--- src/rtl/if_id_skid.sv ---
// Fetch -> decode pipeline boundary: registered payload behind valid/ready with a
// one-entry skid so in_ready_o is a flop output and never sees out_ready_i.
module if_id_skid #(
  parameter int unsigned          XLEN                = 64,
  parameter int unsigned          INST_LEN            = 32,
  parameter int unsigned          TRAP_LEN            = 32,
  parameter int unsigned          TRAP_MISALIGNED_BIT = 0,
  parameter logic [INST_LEN-1:0]  NOP_INST            = 32'h0000_0013
) (
  input  logic                clk,
  input  logic                rst,
  input  logic                flush_i,
  input  logic                in_valid_i,
  output logic                in_ready_o,
  input  logic [XLEN-1:0]     in_addr_i,
  input  logic [INST_LEN-1:0] in_inst_i,
  input  logic [TRAP_LEN-1:0] in_trap_i,
  output logic                out_valid_o,
  input  logic                out_ready_i,
  output logic [XLEN-1:0]     out_addr_o,
  output logic [INST_LEN-1:0] out_inst_o,
  output logic [TRAP_LEN-1:0] out_trap_o
);

  // Handshake: a transfer happens on an edge where valid && ready are both high;
  // the offering side keeps its payload stable until that edge.

  localparam logic [TRAP_LEN-1:0] MISALIGNED_MASK = TRAP_LEN'(1) << TRAP_MISALIGNED_BIT;

  logic                main_valid;
  logic [XLEN-1:0]     main_addr;
  logic [INST_LEN-1:0] main_inst;
  logic [TRAP_LEN-1:0] main_trap;

  logic                skid_valid;
  logic [XLEN-1:0]     skid_addr;
  logic [INST_LEN-1:0] skid_inst;
  logic [TRAP_LEN-1:0] skid_trap;

  logic                ready_q;
  logic [TRAP_LEN-1:0] in_trap_cap;
  logic                accept;
  logic                advance;
  logic                to_skid;

  // Fetch does not check alignment, so the misaligned trap is raised here.
  always_comb begin
    in_trap_cap = in_trap_i;
    if (in_addr_i[1:0] != 2'b00) begin
      in_trap_cap = in_trap_i | MISALIGNED_MASK;
    end
  end

  assign accept  = in_valid_i && ready_q && !flush_i;
  assign advance = !main_valid || out_ready_i;
  assign to_skid = accept && !advance;

  always_ff @(posedge clk) begin
    if (rst || flush_i) begin
      main_valid <= 1'b0;
      main_addr  <= '0;
      main_inst  <= NOP_INST;
      main_trap  <= '0;
      skid_valid <= 1'b0;
      ready_q    <= 1'b1;
    end else if (advance) begin
      if (skid_valid) begin
        // ready_q was low, so nothing is accepted on a release edge.
        main_valid <= 1'b1;
        main_addr  <= skid_addr;
        main_inst  <= skid_inst;
        main_trap  <= skid_trap;
        skid_valid <= 1'b0;
        ready_q    <= 1'b1;
      end else if (accept) begin
        main_valid <= 1'b1;
        main_addr  <= in_addr_i;
        main_inst  <= in_inst_i;
        main_trap  <= in_trap_cap;
      end else begin
        main_valid <= 1'b0;
        main_addr  <= '0;
        main_inst  <= NOP_INST;
        main_trap  <= '0;
      end
    end else if (to_skid) begin
      skid_valid <= 1'b1;
      ready_q    <= 1'b0;
    end
  end

  // Skid payload is only meaningful while skid_valid is set.
  always_ff @(posedge clk) begin
    if (to_skid && !rst) begin
      skid_addr <= in_addr_i;
      skid_inst <= in_inst_i;
      skid_trap <= in_trap_cap;
    end
  end

  assign in_ready_o  = ready_q;
  assign out_valid_o = main_valid;
  assign out_addr_o  = main_addr;
  assign out_inst_o  = main_inst;
  assign out_trap_o  = main_trap;

endmodule

--- config.mk ---
export PLATFORM = sky130hd
export DESIGN_NAME = if_id_skid
export DESIGN_NICKNAME = d
export VERILOG_FILES = /design/src/rtl/if_id_skid.sv
export SDC_FILE = /design/constraint.sdc
export NUM_CORES = 1
export LEC_CHECK = 0
export ABC_AREA = 1
export ABC_CLOCK_PERIOD_IN_PS = 21100
export BUFFER_PORTS_ARGS = -buffer_cell sky130_fd_sc_hd__clkbuf_2
export CORE_ASPECT_RATIO = 1.5
export CORE_UTILIZATION = 55
export CTS_BUF_LIST = sky130_fd_sc_hd__clkbuf_16
export CTS_CLUSTER_DIAMETER = 100
export DETAILED_ROUTE_END_ITERATION = 12
export GPL_TIMING_DRIVEN = 0
export PLACE_DENSITY = 0.82
export SYNTH_ARGS = -nofsm -noshare
export SYNTH_HDL_FRONTEND = slang
export SYNTH_SLANG_ARGS = --single-unit
--- constraint.sdc ---
create_clock -name clk -period 21.1 [get_ports clk]
set_clock_uncertainty 0.1 [all_clocks]
set_input_delay 1.055 -clock clk [delete_from_list [all_inputs] [get_ports clk]]
set_output_delay 1.055 -clock clk [all_outputs]
set_load 0.02 [all_outputs]
Word level (Yosys, flattened, before mapping)
Cells that the tools add are included.
Word-level totals
  flip-flop bits (word level): 259
  input bits: 133
  output and inout port bits: 130
  word-level logic and storage cells: 36
Cells by class
  equal/unequal tests: 1
  mux-type cells: 12
  reduce and logical (&&, ||, !) cells: 14
Operators by type and width (number)
  32-bit 2-to-1 mux: 4
  64-bit 2-to-1 mux: 2
  1-bit 2-to-1 mux: 6
  1-bit logical AND: 4
  1-bit logical NOT: 4
  2-bit nonzero test: 2
  1-bit logical OR: 2
  2-bit inequality test (second input constant): 1
  2-bit AND reduction: 1
  2-bit OR reduction: 1

Longest topological paths before layout
  word-level depth: 6
  mapped depth: 8

Least setup slack after synthesis
No wires, ideal clock.
  kind: input to register
  start: input in_valid_i
  end: register skid_addr[0], enable pin
  setup time: 617 ps
  arrival: 6865 ps
  required time: 20383 ps
  slack: 13518 ps
  stages on the path: 5
  cells stage by stage: nand2_1 > nor2_1 > buf_4 > nand2_1 > nor2_1
Between the ends
  cells in the longest elaborated chain, start to end: 4
RTL lines
  start, declared: RTL line 13  | input logic in_valid_i,
  1-bit logical AND (2 in a row): RTL line 54  | assign accept = in_valid_i && ready_q && !flush_i;
  1-bit logical AND: RTL line 56  | assign to_skid = accept && !advance;
  1-bit logical AND: RTL line 94  | if (to_skid && !rst) begin
  end signal, assigned: RTL line 95  | skid_addr <= in_addr_i;
  end, declared: RTL line 36  | logic [XLEN-1:0] skid_addr;
Every way passes these cells.
A chain may end at the register's enable or synchronous reset.

Worst setup path in the final report
  start: input in_valid_i
  end: register skid_inst[21], enable pin
Between the ends
  cells in the longest elaborated chain, start to end: 4
RTL lines
  1-bit logical AND (2 in a row): RTL line 54
  1-bit logical AND: RTL line 56
  1-bit logical AND: RTL line 94
  end signal, assigned: RTL line 96  | skid_inst <= in_inst_i;
  end, declared: RTL line 37  | logic [INST_LEN-1:0] skid_inst;
Every way passes these cells.

==> run_results.csv <==
group,metric,value,unit
synthesis,yosysSeqAreaShare,62.3,%
synthesis,synth_seq_cells,259,
hold_path,min_from,"out_inst_o[1]",
grt,grt_remaining_overflow,0,
synthesis,synth_compound_area_share,6.37,%
hold_path,hold_class,"flip-flop to flip-flop",
clock_network,clkTransAtPathRegs,0.06,ns
clock_network,cts-hold-fix-buffers,0,
drt,wl_met2,14100,um
sta,setup_tns,0,ns
power,p_leak,0.00547,uW
die,dieArea,0.0194,mm2
cells_and_area,layout.nets,1557,
drt,top_layer,"met4",
clock_network,numCtsBuffers,24,
clock_network,cts_buffer_depth,3,
sta,report.final.slew_viol_count,0,
clock_network,cts_resized,0,
placement,routabilityCongestion,0.823,
drt,dr.pass1.iters,5,
cells_and_area,final_util,69.4,%
drt,via_count,8798,
synthesis,syn_area_per_cell,9.18,um2
clock_network,clock_sinks,259,
sta,max_freq,0.339,GHz
die,ios,263,
sta,finalCriticalPeriod,2.95,ns
critical_path,cp_max_fo,25,
drt,drt-vias-per-instance,5.19,
run,drv_cap,0,
cells_and_area,layout_commonest_cell,"clkbuf_2",
hold_path,hold_path_depth,2,
critical_path,r2r_end,"skid_inst[21]",
synthesis,synthAdderAreaFrac,0,%
drt,wl_per_cell,16.2,um
synthesis,yosys-mux-area-fraction,0,%
power,pwr_density_cell,77.2,mW/mm2
grt,antenna_found_initial,2,
critical_path,rrSetupSlack,18.37,ns
cells_and_area,design_area,0.0129,mm2
drt,initialDrtViolationCount,738,
clock_network,clock-root-buffer,"clkbuf_16",
cells_and_area,layout-drive-gt1-share,25.4,%
hold_path,hold_end,"out_inst_o[1]",
cells_and_area,areaGrowthSynthToFinish,23.9,%
die,rows,61,
critical_path,timing.rr.start,"in_ready_o",
clock_network,cts_tree,"yes",
die,start_util,56.0,%
sta,tightest_slew,0.584,ns
die,fp.dieH,170,um
sta,setup_ws,18.15,ns
sta,rsz0062_at_grt,"false",
clock_network,clock_latency,0.51,ns
critical_path,end_kind,"flip-flop",
clock_network,ctsHtreeMaxLevel,1,
die,die_w,114,um
synthesis,synth_cell_types,17,
critical_path,cp.arrival,3.06,ns
drt,wl_met1,10300,um
synthesis,synthSimpleGateAreaFrac,22.3,%
synthesis,synth_top_family_by_area,"simple AND/OR/NAND/NOR gates",
die,core-area,0.0185,mm2
critical_path,critical_path_class,"input pin to flip-flop",
drt,wl,27500,um
synthesis,synthesis.instances,1131,
sta,fin_crit_sh,14.0,%
grt,grt_pass1_wl,42900,um
synthesis,synthesis.area,0.0104,mm2
drt,wl_met3,1780,um
placement,placed_area,0.0121,mm2
synthesis,yosys.area_share.xor_xnor,0,%
drt,drt_drc_violations_left,0,
cells_and_area,fillCellCount,1498,
critical_path,worst-r2r-cell-count,8,
sta,final_hold_viol_count,0,
synthesis,yosysWarnings,0,
cells_and_area,final_cell_mix,"clkbuf_2, nand2_1, nand3_1",
grt,grt_pass1_vias,8837,
sta,setup_viol,0,
placement,place_hpwl,18800,um
drt,ant_nets,0,
run_status,status,"completed",
placement,portBuffers,262,
synthesis,synth_fp_nets,1264,
sta,slew_headroom,61.0,%
grt,grt_max_degree,32,
power,ir_drop,0.0000776,V
critical_path,worstPathRequired,21.21,ns
critical_path,critPathLaunchType,"input pin",
clock_network,post-cts-setup-buffers,0,
placement,pre_cts_ws,17.59,ns
grt,grt.total_usage,28.0,%
[Yosys cell counts]
cell type,instances,area share (%)
a21oi_4,1,0.16
buf_6,10,1.1
nor2_1,7,0.25
buf_4,2,0.14
nor2_2,2,0.12
nand2_1,261,9.4
dfxtp_1,131,25
buf_1,7,0.25
or2_2,3,0.18
inv_2,7,0.25
inv_1,124,4.5
o211ai_1,2,0.14
buf_2,43,2.1
a21oi_1,126,6.1
edfxtp_1,128,37
nand3_1,256,12
clkbuf_1,21,0.76
[worst max-delay path: stages]
cell and delay [ns]:
clkbuf_2 0.07, nand2_1 0.06, nor2_1 0.31, buf_4 0.28, nand2_1 0.12, nor2_4 0.47, buf_16 0.24, buf_12 0.21
buf_12 0.21
[sequential cells by signal, summed over array words and instances, names as in the netlist]
name         cells
skid_trap       32
out_valid_o      1
out_trap_o      32
out_inst_o      32
skid_inst       32
skid_valid       1
out_addr_o      64
in_ready_o       1
skid_addr       64
[power breakdown]
group / switching [uW] / total (uW) / leakage [uW] / internal, uW
logic: 34.9 / 54.8 / 0.00286 / 19.9
clock network: 178 / 404 / 0.000397 / 226
registers: 2.67 / 534 / 0.00221 / 532
total: 216 / 993 / 0.00547 / 777
[worst max path at each step]
stage                           from            end  slack [ns]  cells after the start
after floorplan           in_valid_i   skid_addr[0]       13.52                      5
after global placement    in_valid_i   skid_inst[6]       10.26                      6
after detailed placement  in_valid_i  skid_inst[12]       17.59                      9
after CTS                 in_valid_i  skid_inst[15]       18.12                      9
after global routing      in_valid_i  skid_inst[14]       18.01                      9
final                     in_valid_i  skid_inst[21]       18.15                      9
[metrics by stage]
stage               total power (uW)  cells  hold WS (ns)
floorplan                        571   1131         0.431
global placement                 599   1645         0.357
detailed placement               600   1650         0.367
CTS                              998   1692         0.389
global route                    1020   1694         0.414
finish                           993   1694         0.389
[metal layers]
| metal | vias to the layer above | GRT usage (%) |
|---|---|---|
| li1 | 4339 | - |
| met1 | 4026 | 31.0 |
| met2 | 341 | 50.2 |
| met3 | 92 | 5.16 |
| met4 | 0 | 14.9 |
| met5 | - | 0 |
[kinds of logic after synthesis]
family | count (synthesis)
AO/OA/AOI/OAI | 129
AND/OR/NAND/NOR | 529
flip-flops | 259
buffers and inverters | 214
[final cells by class]
cell class / count / area (um2) / area share (%)
multi-input cells: 658 / 2990 / 23.2
clock inverters: 17 / 106 / 0.826
diodes: 2 / 5.00 / 0.0389
plain buffers: 83 / 448 / 3.48
flip-flops and latches: 259 / 6470 / 50.2
clock buffers: 25 / 626 / 4.86
inverters: 131 / 492 / 3.82
repair buffers: 267 / 1430 / 11.1
well taps: 252 / 315 / 2.45
(Power assumes the default switching activity.)
